**src/rtl/fifo_pkg.sv**
```systemverilog
// Shared defaults for the register-file FIFO and its pointer-width helper.
// Latency: n/a (constants and an elaboration-time function only).
// Backpressure: n/a.
package fifo_pkg;

    localparam int DEF_WIDTH = 8;
    localparam int DEF_DEPTH = 8;
    localparam int DEF_AFULL = 6;

    // Address width for a DEPTH-entry array; never narrower than one bit.
    function automatic int ptr_width(input int depth);
        return (depth > 1) ? $clog2(depth) : 1;
    endfunction

endpackage

```
**src/rtl/fifo_regfile.sv**
```systemverilog
// DEPTH x WIDTH flop array with one synchronous write port and one async read port.
// Latency: write lands at the clock edge; read data is combinational from raddr.
// Backpressure: none; the controller owns all flow control. Contents are not reset.
module fifo_regfile
    import fifo_pkg::*;
#(
    parameter int WIDTH = DEF_WIDTH,
    parameter int DEPTH = DEF_DEPTH,
    localparam int AW   = ptr_width(DEPTH)
) (
    input  logic             clk,
    input  logic             we,
    input  logic [AW-1:0]    waddr,
    input  logic [WIDTH-1:0] wdata,
    input  logic [AW-1:0]    raddr,
    output logic [WIDTH-1:0] rdata
);

    logic [WIDTH-1:0] mem_q [DEPTH];

    // Capture the write word into the addressed entry; no reset on storage.
    always_ff @(posedge clk) begin
        if (we) begin
            mem_q[waddr] <= wdata;
        end
    end

    assign rdata = mem_q[raddr];

endmodule

```
**src/rtl/fifo_ctrl.sv**
```systemverilog
// Pointer/flag controller for a flop-based FIFO with first-word fall-through output.
// Latency: a word pushed at edge N appears on rd_data with rd_valid from cycle N+1.
// Backpressure: wr_ready drops when full or in reset; rd_valid drops when empty.
module fifo_ctrl
    import fifo_pkg::*;
#(
    parameter int WIDTH = DEF_WIDTH,
    parameter int DEPTH = DEF_DEPTH,
    parameter int AFULL = DEF_AFULL,
    localparam int AW   = ptr_width(DEPTH)
) (
    input  logic             clk,
    input  logic             rst,
    input  logic             flush,
    input  logic             wr_valid,
    output logic             wr_ready,
    input  logic [WIDTH-1:0] wr_data,
    output logic             rd_valid,
    input  logic             rd_ready,
    output logic [WIDTH-1:0] rd_data,
    output logic             full,
    output logic             empty,
    output logic             almost_full,
    output logic [AW:0]      count
);

    localparam logic [AW:0] PTR_ONE = (AW+1)'(1);
    localparam logic [AW:0] AFULL_C = (AW+1)'(AFULL);

    // Pointers carry one extra wrap bit so full and empty are distinguishable
    // when the address bits coincide.
    logic [AW:0] wptr_q, wptr_d;
    logic [AW:0] rptr_q, rptr_d;

    logic        push;
    logic        pop;
    logic        full_w;
    logic        empty_w;
    logic [AW:0] count_w;

    // Flags come only from registered pointers, keeping wr_valid/rd_ready
    // off every combinational output path.
    assign empty_w = (wptr_q == rptr_q);
    assign full_w  = (wptr_q[AW] != rptr_q[AW]) && (wptr_q[AW-1:0] == rptr_q[AW-1:0]);
    assign count_w = wptr_q - rptr_q;

    assign full        = full_w;
    assign empty       = empty_w;
    assign count       = count_w;
    assign almost_full = (count_w >= AFULL_C);

    // rst gates wr_ready so a producer never sees acceptance during reset;
    // flush deliberately does not, it only discards state at the edge.
    assign wr_ready = ~full_w & ~rst;
    assign rd_valid = ~empty_w;

    assign push = wr_valid & wr_ready;
    assign pop  = rd_valid & rd_ready;

    // Next-state pointers: flush clears both and discards any handshake in the same cycle.
    always_comb begin
        wptr_d = wptr_q;
        rptr_d = rptr_q;
        if (flush) begin
            wptr_d = '0;
            rptr_d = '0;
        end else begin
            if (push) begin
                wptr_d = wptr_q + PTR_ONE;
            end
            if (pop) begin
                rptr_d = rptr_q + PTR_ONE;
            end
        end
    end

    // Pointer registers with synchronous reset.
    always_ff @(posedge clk) begin
        if (rst) begin
            wptr_q <= '0;
            rptr_q <= '0;
        end else begin
            wptr_q <= wptr_d;
            rptr_q <= rptr_d;
        end
    end

    // Storage: a word accepted alongside a flush is dropped, so the write is suppressed too.
    fifo_regfile #(
        .WIDTH (WIDTH),
        .DEPTH (DEPTH)
    ) u_regfile (
        .clk   (clk),
        .we    (push & ~flush),
        .waddr (wptr_q[AW-1:0]),
        .wdata (wr_data),
        .raddr (rptr_q[AW-1:0]),
        .rdata (rd_data)
    );

endmodule

```
**config.mk**
```make
export PLATFORM = sky130hd
export DESIGN_NAME = fifo_ctrl
export DESIGN_NICKNAME = d
export VERILOG_FILES = /design/src/rtl/fifo_pkg.sv /design/src/rtl/fifo_regfile.sv /design/src/rtl/fifo_ctrl.sv
export SDC_FILE = /design/constraint.sdc
export NUM_CORES = 1
export LEC_CHECK = 0
export BUFFER_PORTS_ARGS = -buffer_cell sky130_fd_sc_hd__buf_2
export CORE_MARGIN = 3
export CORE_UTILIZATION = 35
export CTS_BUF_LIST = sky130_fd_sc_hd__clkbuf_4
export DETAILED_ROUTE_END_ITERATION = 7
export MAX_ROUTING_LAYER = met4
export PLACE_DENSITY_LB_ADDON = 0.25
export SYNTH_ARGS = -nofsm -noshare
export SYNTH_HDL_FRONTEND = slang
export SYNTH_SLANG_ARGS = --single-unit
```
**constraint.sdc**
```tcl
create_clock -name clk -period 7.4 [get_ports clk]
set_input_delay 0.74 -clock clk [delete_from_list [all_inputs] [get_ports clk]]
set_output_delay 0.74 -clock clk [all_outputs]
set_load 0.01 [all_outputs]
```
==> results.py, run 1 <==
metrics = {
    "run_status": {
        "status": "complete, no violations",
    },
    "sta": {
        "fin_tns_setup_ns": 0,
        "finalSetupViolations": 0,
        "slew_headroom_pct": 10.0,
        "rsz0062_at_grt": "false",
        "slew_violations": 0,
        "fin_crit_sh_pct": 43.5,
        "tightest_slew_ns": 1.34,
        "hold_viol": 0,
        "period_needed_ns": 3.22,
        "fmax_mhz": 311,
        "finClkSkew_ns": 0.0120,
    },
    "power": {
        "switching_power_uw": 158,
        "pwr-share-clk_pct": 32.9,
        "pwr-share-comb_pct": 4.0,
        "peakVddDrop_v": 0.0000773,
        "leakagePower_nw": 1.23,
        "p_int_uw": 573,
        "switching_share_pct": 21.6,
        "p_per_area_nw_per_um2": 202,
        "power_frac_seq_pct": 63.1,
    },
    "worst_setup_path": {
        "crit_slowest_cell": "dfxtp_1",
        "crit_family": "multiplexers",
        "worstPathMaxFanout": 16,
        "reg2reg_slack_ns": 4.33,
        "r2r_end": "u_regfile.mem_q[7][1]",
        "critical_path_buf_inv_count": 1,
        "crit_required_ns": 6.66,
        "setup.worst_path.end": "rd_data[1]",
        "endpoint_kind": "primary output",
        "cp_data_arrival_time_ns": 2.48,
        "max_stage_delay_ns": 0.96,
        "timing.rr.start": "wptr_q[0]",
        "worstPathCellList": "mux4_1 > mux2_2 > buf_2",
        "critPathLaunchType": "register",
        "critPathKind": "reg2out",
        "path_depth": 3,
        "r2r_cells": 5,
    },
    "synth": {
        "synth-seq-cells": 75,
        "yosys_warnings": 0,
        "synth_cells": 188,
        "synth_cell_types": 32,
        "synth.avg_cell_area_um2": 17.1,
        "synth.net_count": 207,
        "synth_area_um2": 3220,
        "yosysSeqAreaShare_pct": 66.6,
        "synth-edff-count": 64,
        "async_reset_ff_share_pct": 0,
        "synth_ff_type": "edfxtp_1",
    },
    "clock_network": {
        "clkSlewWorstSetupHoldPaths_ns": 0.11,
        "insertion_delay_ns": 0.41,
        "cts_tree": "yes",
        "cts-htree-levels": 3,
        "cts_resized": 0,
        "hold_buffers": 0,
        "cts_buffer_depth": 2,
        "root_buffer": "clkbuf_4",
        "cts_setup_buffers": 0,
        "cts_buffers": 9,
        "cts_num_sinks": 75,
    },
    "finish": {
        "area_growth_pct": 12.5,
        "finalNonFillerCells": 334,
        "multiInputGateArea_um2": 1010,
        "drive_gt1_share_pct": 26.5,
        "regArea_um2": 2140,
        "fill_cells": 798,
        "final_nets": 241,
        "n_antenna_cell": 0,
    },
    "floorplanning": {
        "die-area_um2": 10400,
        "io_pins": 30,
        "start_util_pct": 36.5,
        "die_y_um": 102,
        "num_rows": 34,
        "coreArea_um2": 8810,
        "die_x_um": 102,
    },
    "global_route": {
        "grt.total_usage_pct": 12.8,
        "grt_pass1_vias": 1754,
        "grt_max_degree": 17,
        "grt_pass1_wl_mm": 9.29,
        "antenna_found_initial": 0,
        "grt_overflow_total": 0,
    },
    "route": {
        "avgViaCountPerCell": 5.16,
        "num_vias": 1725,
        "wl_per_cell_um": 18.1,
        "dr.pass1.iters": 4,
        "drtIter0Drc": 68,
        "drt-total-wl_mm": 6.03,
        "ant_nets": 0,
        "drc": 0,
    },
    "hold_path": {
        "hold_path_startpoint": "rptr_q[2]",
        "hp-class": "reg2reg",
    },
    "placement": {
        "port_buffers": 29,
        "post-dp-hpwl_mm": 4.11,
        "place.gp.congestion": 0.850,
        "placed_cells": 319,
    },
    "job": {
        "cap_violations": 0,
    },
}
## logic make-up after synthesis
group | Yosys count | synth area share (%)
flip-flops | 75 | 66.6
XOR/XNOR | 3 | 0.817
AO/OA/AOI/OAI | 10 | 1.87
adder cells (fa/ha/maj) | 6 | 2.57
AND/OR/NAND/NOR | 44 | 6.73
buffers and inverters | 17 | 2.84
multiplexers | 33 | 18.6
## cell usage in the layout, fill, tap and decap left out, types with 2 or more instances in the layout
| cell type | netlist | final |
|---|---|---|
| nand4_1 | 2 | 2 |
| edfxtp_1 | 64 | 64 |
| nor2_1 | 3 | 3 |
| nand2b_1 | 3 | 3 |
| buf_4 | 0 | 2 |
| nand2_1 | 19 | 19 |
| dfxtp_1 | 11 | 11 |
| mux4_1 | 15 | 15 |
| or3_1 | 5 | 5 |
| a211oi_1 | 2 | 2 |
| clkbuf_4 | 0 | 9 |
| nor3_1 | 3 | 3 |
| nor4_2 | 0 | 5 |
| mux2_2 | 8 | 8 |
| clkinv_2 | 0 | 2 |
| inv_1 | 9 | 9 |
| buf_2 | 2 | 29 |
| mux2i_1 | 9 | 9 |
| ha_1 | 5 | 5 |
| a21oi_1 | 5 | 5 |
| and3_1 | 2 | 2 |
| xnor2_1 | 2 | 2 |
## sequential cells by signal, summed over array words and instances (netlist names), named ones only
| name | flops |
|---|---|
| u_regfile.mem_q | 64 |
| rptr_q | 4 |
| wptr_q | 4 |
## synthesized netlist by cell type, types with 2 or more instances
cell type	instances	area, um^2
dfxtp_1	11	220
inv_1	9	33.8
clkbuf_1	2	7.51
nand2_1	19	71.3
a21oi_1	5	25.0
a211oi_1	2	15.0
nor2_1	3	11.3
buf_2	2	10.0
nand2b_1	3	18.8
mux2i_1	9	90.1
nand4_1	2	12.5
or3_1	5	31.3
mux4_1	15	394
xnor2_1	2	17.5
nor4_1	5	31.3
nor3_1	3	15.0
edfxtp_1	64	1920
ha_1	5	62.6
and3_1	2	12.5
mux2_2	8	90.1
## metrics by stage
stage               util [%]  power, mW  instance area, um^2  setup slack [ns]  hold slack [ns]
floorplan                  -      0.485                 3220              4.64            0.464
global placement        39.6      0.500                 3480              4.35            0.494
detailed placement      39.6      0.501                 3480              4.30            0.496
CTS                     41.1      0.738                 3620              4.08            0.513
global route            41.1      0.761                 3620              4.02            0.556
finish                  41.1      0.730                 3620              4.18            0.504
## metal layers
layer  vias up  routed length, um  global-route usage, %
met1       872               2540                   14.8
met3         4                234                   4.71
met2        39               3200                   21.7
met5         -                  0                      -
met4         0                 54                   2.72
li1        810                  -                      -
## final cells by class
cell class,instances,share of cell area [%]
tap,108,3.74
timing repair buffer,31,4.43
multi-input combinational,96,28.0
inverter,9,0.934
clock buffer,9,1.87
sequential,75,59.2
clock inverter,6,1.80
## power groups by stage
| stage | Combinational [mW] | Sequential, mW | Clock (mW) |
|---|---|---|---|
| finish | 0.0292 | 0.461 | 0.240 |
| global route | 0.0324 | 0.461 | 0.268 |
| CTS | 0.0299 | 0.461 | 0.247 |
| detailed placement | 0.0298 | 0.471 | 0 |
| global placement | 0.0295 | 0.471 | 0 |
| floorplan | 0.0153 | 0.470 | 0 |
## how the worst min path moves through the flow
stage	to	depth (start not counted)
final	rptr_q[2]	2
after global routing	register	2
after CTS	rptr_q[2]	2
after detailed placement	register	2
after global placement	wptr_q[3]	2
after floorplan	register	2
## worst min-delay path, delay by kind of cell (launching register included)
family	cells	cell delay [ns]
flops	1	0.34
mux	1	0.07
simple gates	1	0.06
Note: power is estimated with default switching activity, not from simulation.
==> run 2, diff against run 1 <==
==> constraint.sdc (replaced) <==
create_clock -name clk -period 3.2 [get_ports clk]
set_input_delay 0.32 -clock clk [delete_from_list [all_inputs] [get_ports clk]]
set_output_delay 0.32 -clock clk [all_outputs]
set_load 0.01 [all_outputs]
==> results.py, run 2 (synthesis gave the netlist of run 1 again) <==
metrics = {
    "power": {
        "switching_share_pct": 21.4,
        "p_per_area_nw_per_um2": 485,
        "p_int_mw": 1.41,
        "p_total_mw": 1.80,
        "leakagePower_nw": 1.28,
        "pwr-share-clk_pct": 36.9,
        "peakVddDrop_v": 0.000240,
        "switching_power_uw": 385,
        "pwr-share-comb_pct": 3.8,
        "power_frac_seq_pct": 59.3,
    },
    "sta": {
        "period_needed_ns": 2.72,
        "finClkSkew_ns": 0.0124,
        "fin_crit_sh_pct": 85.0,
        "slew_headroom_pct": 50.1,
        "slew_violations": 0,
        "fmax_mhz": 368,
        "finalSetupViolations": 0,
        "tightest_slew_ns": 0.746,
        "rsz0062_at_grt": "false",
        "fin_tns_setup_ns": 0,
        "hold_viol": 0,
    },
    "clock_network": {
        "cts_num_sinks": 75,
        "clkSlewWorstSetupHoldPaths_ns": 0.13,
        "cts_buffers": 9,
        "hold_buffers": 0,
        "root_buffer": "clkbuf_4",
        "insertion_delay_ns": 0.40,
        "cts-htree-levels": 3,
        "cts_buffer_depth": 2,
        "cts_resized": 0,
        "cts_setup_buffers": 0,
        "cts_tree": "yes",
    },
    "route": {
        "dr.pass1.iters": 4,
        "drtIter0Drc": 77,
        "drc": 0,
        "wl_per_cell_um": 17.6,
        "drt-total-wl_mm": 6.01,
        "ant_nets": 0,
        "num_vias": 1718,
        "avgViaCountPerCell": 5.02,
    },
    "global_route": {
        "grt_pass1_wl_mm": 9.47,
        "grt_overflow_total": 0,
        "antenna_found_initial": 0,
        "grt_pass1_vias": 1795,
        "grt_max_degree": 17,
        "grt.total_usage_pct": 13.0,
    },
    "hold_path": {
        "hp-class": "in2reg",
    },
    "worst_setup_path": {
        "critPathKind": "reg2out",
        "reg2reg_slack_ns": 0.79,
        "crit_required_ns": 2.88,
        "cp_data_arrival_time_ns": 2.40,
        "critPathLaunchType": "register",
        "worstPathMaxFanout": 10,
        "endpoint_kind": "primary output",
    },
    "finish": {
        "largest_reg_flops": 64,
        "layout_commonest_cell": "edfxtp_1",
        "area_growth_pct": 15.2,
        "n_antenna_cell": 0,
        "final_cell_mix": "edfxtp_1 (64), buf_2 (29), nand2_1 (19)",
        "drive_gt1_share_pct": 28.6,
        "top_regs": "u_regfile.mem_q: 64 flops, rptr_q: 4 flops, wptr_q: 4 flops",
        "largest-register": "u_regfile.mem_q",
        "final_nets": 248,
    },
    "floorplanning": {
        "coreArea_um2": 8810,
        "start_util_pct": 36.5,
        "num_rows": 34,
        "die-area_um2": 10400,
        "io_pins": 30,
        "die_y_um": 102,
        "die_x_um": 102,
    },
    "placement": {
        "port_buffers": 29,
        "place.gp.congestion": 0.830,
        "post-dp-hpwl_mm": 4.12,
    },
    "job": {
        "cap_violations": 0,
    },
    "run_status": {
        "status": "complete, no violations",
    },
}
## run 2: final timing paths
path                            cells past startpoint  startpoint                     to
worst max-delay path                                4    register             rd_data[5]
worst min-delay path                                1  wr_data[0]  u_regfile.mem_q[6][0]
worst max register to register                      6   wptr_q[0]  u_regfile.mem_q[6][1]
worst min register to register                      2   rptr_q[3]              rptr_q[3]
## run 2: cell type report
class	instances	area, um^2
clock buffers	9	67.6
clock inverters	7	100
fillers	799	5100
inverters	9	33.8
multi-input cells	96	1010
flip-flops and latches	75	2140
well taps	108	135
repair buffers	38	213
## run 2: metrics by stage
stage	std cells	worst slack (ns)	instance area, um^2	utilization (%)	hold slack, ns
after floorplan	188	0.443	3220	-	0.419
after global placement	326	0.888	3540	40.2	0.494
after detailed placement	326	0.806	3540	40.2	0.515
after CTS	342	0.385	3700	42.1	0.165
after global routing	342	0.287	3700	42.1	0.156
final	342	0.480	3700	42.1	0.191
## run 2: power groups by stage
stage               clock network [mW]  logic, mW  registers, mW
floorplan                            0     0.0353           1.09
CTS                              0.691     0.0698           1.07
detailed placement                   0     0.0694           1.09
global placement                     0     0.0691           1.09
finish                           0.664     0.0682           1.07
global route                     0.730     0.0756           1.07
## run 2: worst max-delay path, cell delays in order (launching register included)
cell and delay, ns:
dfxtp_1 0.70, buf_4 0.29, mux4_1 0.59, mux2_2 0.27, buf_2 0.14
## run 2: layer usage
metal,wire length (um),track usage [%],vias to the layer above
met4,44,3.23,0
met3,246,4.57,4
met1,2730,14.7,849
met2,2990,22.0,35
li1,-,-,830
met5,0,-,-
